[config.mk]
export PLATFORM = sky130hd
export DESIGN_NAME = phase_differentiator
export DESIGN_NICKNAME = d
export VERILOG_FILES = /design/src/rtl/phase_differentiator.sv
export SDC_FILE = /design/constraint.sdc
export NUM_CORES = 1
export LEC_CHECK = 0
export CAP_MARGIN = 25
export CORE_MARGIN = 2
export CORE_UTILIZATION = 58
export CTS_CLUSTER_DIAMETER = 40
export DETAILED_ROUTE_END_ITERATION = 10
export DONT_BUFFER_PORTS = 1
export PLACE_DENSITY = 0.85
export SKIP_LAST_GASP = 1
export SLEW_MARGIN = 20
export SYNTH_ARGS = -nofsm -noshare
export SYNTH_HDL_FRONTEND = slang
export SYNTH_SLANG_ARGS = --single-unit
export TNS_END_PERCENT = 10
[constraint.sdc]
create_clock -name clk -period 3.7 [get_ports clk]
set_input_delay 0.37 -clock clk [delete_from_list [all_inputs] [get_ports clk]]
set_output_delay 0.37 -clock clk [all_outputs]
set_load 0.05 [all_outputs]
[src/rtl/phase_differentiator.sv]
// ----------------------------------------------------------------------------
// phase_differentiator
//
// Turns a stream of wrapped phase samples back into a frequency-error word.
// Each output is the difference between the sample that closes a window and
// the sample that closed the previous window (or primed the block). The
// subtraction is taken modulo 2^INPUT_WIDTH, so a step across the +/-pi
// boundary is not seen as a jump.
//
// Ports:
//   clk        system clock, rising edge
//   rst        asynchronous, active-high reset
//   PERROR     signed phase sample, taken when in_valid=1
//   in_valid   qualifies PERROR for one cycle
//   decim      valid samples per output word (0 acts as 1)
//   FERROR     signed frequency error, registered and held between updates
//   out_valid  one-cycle pulse when FERROR updates
//   primed     high once a reference sample is held
//   sat_flag   (PHASE_DIFF_SAT_EN only) the current FERROR was clipped
//
// Build option:
//   PHASE_DIFF_SAT_EN  saturate instead of truncate when OUTPUT_WIDTH is
//                      narrower than INPUT_WIDTH, and add sat_flag.
//
// State | meaning
// ------+-----------------------------------------------------------------
// PRIME | no reference yet; the first valid sample becomes the reference
// RUN   | reference held; counting valid samples toward the window close
// ----------------------------------------------------------------------------
module phase_differentiator #(
  parameter int INPUT_WIDTH  = 32,
  parameter int OUTPUT_WIDTH = 32,
  parameter int DECIM_WIDTH  = 16
) (
  input  logic                    clk,
  input  logic                    rst,
  input  logic [INPUT_WIDTH-1:0]  PERROR,
  input  logic                    in_valid,
  input  logic [DECIM_WIDTH-1:0]  decim,
  output logic [OUTPUT_WIDTH-1:0] FERROR,
  output logic                    out_valid,
`ifdef PHASE_DIFF_SAT_EN
  output logic                    sat_flag,
`endif
  output logic                    primed
);

  typedef enum logic {
    PRIME = 1'b0,
    RUN   = 1'b1
  } state_t;

  state_t                  r_state;
  state_t                  w_state_next;
  logic [INPUT_WIDTH-1:0]  r_ref;
  logic [DECIM_WIDTH-1:0]  r_cnt;
  logic [DECIM_WIDTH-1:0]  r_decim;
  logic [OUTPUT_WIDTH-1:0] r_ferror;
  logic                    r_out_valid;

  logic [DECIM_WIDTH-1:0]  w_decim_eff;
  logic                    w_close;
  logic [INPUT_WIDTH-1:0]  w_diff;
  logic [OUTPUT_WIDTH-1:0] w_ferror;
  logic                    w_clipped;

  assign w_decim_eff = (decim == '0) ? DECIM_WIDTH'(1) : decim;
  // Unsigned subtraction wraps mod 2^INPUT_WIDTH; the result is read as signed.
  assign w_diff      = PERROR - r_ref;

  always_comb begin
    w_state_next = r_state;
    w_close      = 1'b0;
    case (r_state)
      PRIME: if (in_valid) w_state_next = RUN;
      RUN:   w_close = in_valid && (r_cnt == (r_decim - DECIM_WIDTH'(1)));
      default: w_state_next = PRIME;
    endcase
  end

`ifdef PHASE_DIFF_SAT_EN
  localparam logic [OUTPUT_WIDTH-1:0] SAT_MAX = {1'b0, {(OUTPUT_WIDTH-1){1'b1}}};
  localparam logic [OUTPUT_WIDTH-1:0] SAT_MIN = {1'b1, {(OUTPUT_WIDTH-1){1'b0}}};

  // The value fits only if every bit from the output sign bit upward agrees.
  always_comb begin
    w_ferror  = w_diff[OUTPUT_WIDTH-1:0];
    w_clipped = 1'b0;
    if (OUTPUT_WIDTH < INPUT_WIDTH) begin
      if (!((&w_diff[INPUT_WIDTH-1:OUTPUT_WIDTH-1]) ||
            (~|w_diff[INPUT_WIDTH-1:OUTPUT_WIDTH-1]))) begin
        w_clipped = 1'b1;
        w_ferror  = w_diff[INPUT_WIDTH-1] ? SAT_MIN : SAT_MAX;
      end
    end
  end

  logic r_sat_flag;
  assign sat_flag = r_sat_flag;

  always_ff @(posedge clk or posedge rst) begin
    if (rst) begin
      r_sat_flag <= 1'b0;
    end else if (w_close) begin
      r_sat_flag <= w_clipped;
    end
  end
`else
  always_comb begin
    w_ferror  = w_diff[OUTPUT_WIDTH-1:0];
    w_clipped = 1'b0;
  end
`endif

  always_ff @(posedge clk or posedge rst) begin
    if (rst) begin
      r_state     <= PRIME;
      r_ref       <= '0;
      r_cnt       <= '0;
      r_decim     <= DECIM_WIDTH'(1);
      r_ferror    <= '0;
      r_out_valid <= 1'b0;
    end else begin
      r_state     <= w_state_next;
      r_out_valid <= w_close;
      if (r_state == PRIME) begin
        if (in_valid) begin
          r_ref   <= PERROR;
          r_cnt   <= '0;
          r_decim <= w_decim_eff;
        end
      end else if (w_close) begin
        r_ref    <= PERROR;
        r_cnt    <= '0;
        r_decim  <= w_decim_eff;
        r_ferror <= w_ferror;
      end else if (in_valid) begin
        r_cnt <= r_cnt + DECIM_WIDTH'(1);
      end
    end
  end

  assign FERROR    = r_ferror;
  assign out_valid = r_out_valid;
  assign primed    = (r_state == RUN);

endmodule
==> reports/metrics.cfg <==
[status]
status=completed

[synth]
synth_warnings=0
synth-simple-area-share=0.170
synth_top_family_by_area=compound AO/OA/AOI/OAI gates
yosysSeqAreaShare=0.404
netlist_area_mm2=0.00607
synthAdderAreaFrac=0.0713
synthMuxAreaShare=0.0468
synth_compound_area_frac=0.181
postSynthCellCount=666
ys_seq_elements=98
synthXorXnorAreaFrac=0.0736
yosysUniqueCellTypes=62
synth_edf_count=0
avgSynthCellArea_um2=9.12
synthArstFlopShare=1.00
synth_ff_type=dfrtp_1
syn-num-nets=751

[placement]
gp_congestion=0.875
post-dp-hpwl_um=10400
port_buffers=0

[floorplan]
fp-row-count=37
fp.coreArea_mm2=0.0102
die-height_um=106
die_w_um=106
boundaryPins=85
start_util=0.593
dieArea_mm2=0.0113

[cts]
cts_setup_buffers=0
clkLatencyLatePin_ps=400
clk_pin_slew_ps=100
cts_tree=built
numCtsBuffers=9
clock_sinks=98
root_buffer=clkbuf_8
cts.htree.levels=3
clockBufferDepth=2

[finish]
syn_to_final_growth_pct=5.32
diodes=0
final_common_cell=dfrtp_1
mostFrequentLayoutCells=97 x dfrtp_1, 86 x nand2_1, 86 x o21ai_0
nets=751
drive_gt1_frac=0.0821

[worst_setup_path]
cp-end-kind=flip-flop
r2r_start=r_ref[0]$_DFFE_PP0P_
crit_fanout=6
start_kind=flip-flop
rr_worst_depth=11
rrSetupSlack_ps=380
worst_ep_arrival_time_ps=3600
required_ps=3980
regToRegEndpoint=FERROR[20]$_DFFE_PP0P_
path_class=flip-flop to flip-flop

[grt]
grt_pass1_vias=4971
grt_start_max_net_pins=74
grt.total_usage=0.262
grt-ovfl-total=0
grt_pass1_wl_um=23600
antenna_found_initial=0

[timing]
min_period_over_period=0.898
finalSetupViolations=0
report.final.slew_viol_count=0
tightest_slew_ps=905
skew_ps=13.7
max_slew_margin=0.397
hold_violations=0
clock.fmax_ghz=0.301
tns_ps=0
rsz0062_at_grt=no
period_needed_ps=3320

[routing]
drc=0
wl_per_cell_um=17.2
antenna_left=0
drt_first_pass_iters=5
drt-total-wl_um=13900
viasPerCell=6.05
drt_iter0_drc=339
vias=4875

[power]
p_per_area_mw_per_mm2=444
irDropWorstVdd_mv=0.380
p_leak_uw=0.00293
power_uw=2840

[worst_hold_path]
hold_class=input pin to asynchronous set/reset pin

[job]
drv_cap=0

==> worst max path at each step <==
stage | startpoint | cells after the start | slack (ps) | endpoint
6_report | r_ref[0]$_DFFE_PP0P_ | 11 | 380 | FERROR[20]$_DFFE_PP0P_
3_5_place_dp | r_decim[2]$_DFFE_PP0P_ | 10 | 370 | r_cnt[14]$_DFFE_PP0P_
4_1_cts | r_decim[2]$_DFFE_PP0P_ | 10 | 350 | r_cnt[14]$_DFFE_PP0P_
3_3_place_gp | r_decim[2]$_DFFE_PP0P_ | 10 | 520 | r_cnt[14]$_DFFE_PP0P_
5_1_grt | r_decim[1]$_DFFE_PP0P_ | 13 | 20 | r_cnt[14]$_DFFE_PP0P_
2_1_floorplan | rst | 1 | 770 | FERROR[0]$_DFFE_PP0P_
==> cell type report <==
cell class	count	area, um^2
inverter	50	190
clock buffer	9	124
fill	853	3840
tap	136	170
clock inverter	6	76.3
sequential	98	2450
multi-input combinational	499	3300
timing repair buffer	8	80.1
==> metal layers <==
metal,global-route usage,share of wire,up-vias
met5,0,0,-
met4,0.0714,0.017,0
met3,0.0852,0.073,26
met2,0.453,0.50,156
met1,0.314,0.41,2364
li1,-,-,2329
==> power breakdown <==
group | internal [uW] | total (uW) | switching, uW | leakage, uW
logic | 364 | 818 | 455 | 0.00158
clock network | 319 | 727 | 408 | 0.0000954
registers | 1170 | 1290 | 122 | 0.00125
==> cells in the mapped netlist, drive strengths merged (6+ instances only) <==
master,instances,share of area
inv,50,0.031
mux2,19,0.045
nand2b,7,0.0072
o21bai,6,0.0074
ha,33,0.068
nand3,18,0.015
nor4,7,0.0072
o21a,8,0.0099
a31oi,9,0.0093
and3,16,0.016
xor2,19,0.027
a21o,11,0.014
nor2,33,0.020
dfrtp,97,0.40
nand2,87,0.054
nor3,15,0.013
xnor2,32,0.046
a21oi,29,0.024
nor2b,8,0.0095
buf,10,0.016
clkbuf,9,0.0062
o21ai,87,0.074
==> worst max-delay path, cell delays in order, from the launching register on <==
cell	delay [ps]
dfrtp_1	410
ha_1	210
fa_1	420
nor2b_1	180
o31a_1	220
a41oi_1	210
o21ai_0	410
a31oi_1	310
o221ai_1	330
nand2_1	110
xnor2_1	140
mux2_2	260
==> stage by stage <==
stage	std cells	hold WS (ps)	setup WS [ps]	utilization	cell area, um^2
after global placement	790	472	525	0.602	6160
after detailed placement	790	472	373	0.602	6160
after global routing	806	39.5	21.7	0.625	6390
after CTS	805	45.5	351	0.622	6360
after floorplan	666	486	770	-	6070
final	806	38.6	376	0.625	6390
==> state kept, by name (all words and copies together) (netlist names) <==
| register | cells |
|---|---|
| r_ref | 32 |
| FERROR | 32 |
| primed | 1 |
| r_decim | 16 |
| out_valid | 1 |
| r_cnt | 16 |
==> logic make-up after synthesis <==
family                     after synthesis
and+or+nand+nor                        213
AOI/OAI and AO/OA                      181
DFF                                     98
buffers and inverters                   69
xor gates and xnor gates                51
adders and majority gates               34
muxes                                   20
==> timing repair <==
action                                  CTS  global route
endpoints found under the setup margin    0             2
hold endpoints to repair                  0             0
hold buffers                              0             0
resized for setup                         0             1
Power figures use the tool's default switching activity.
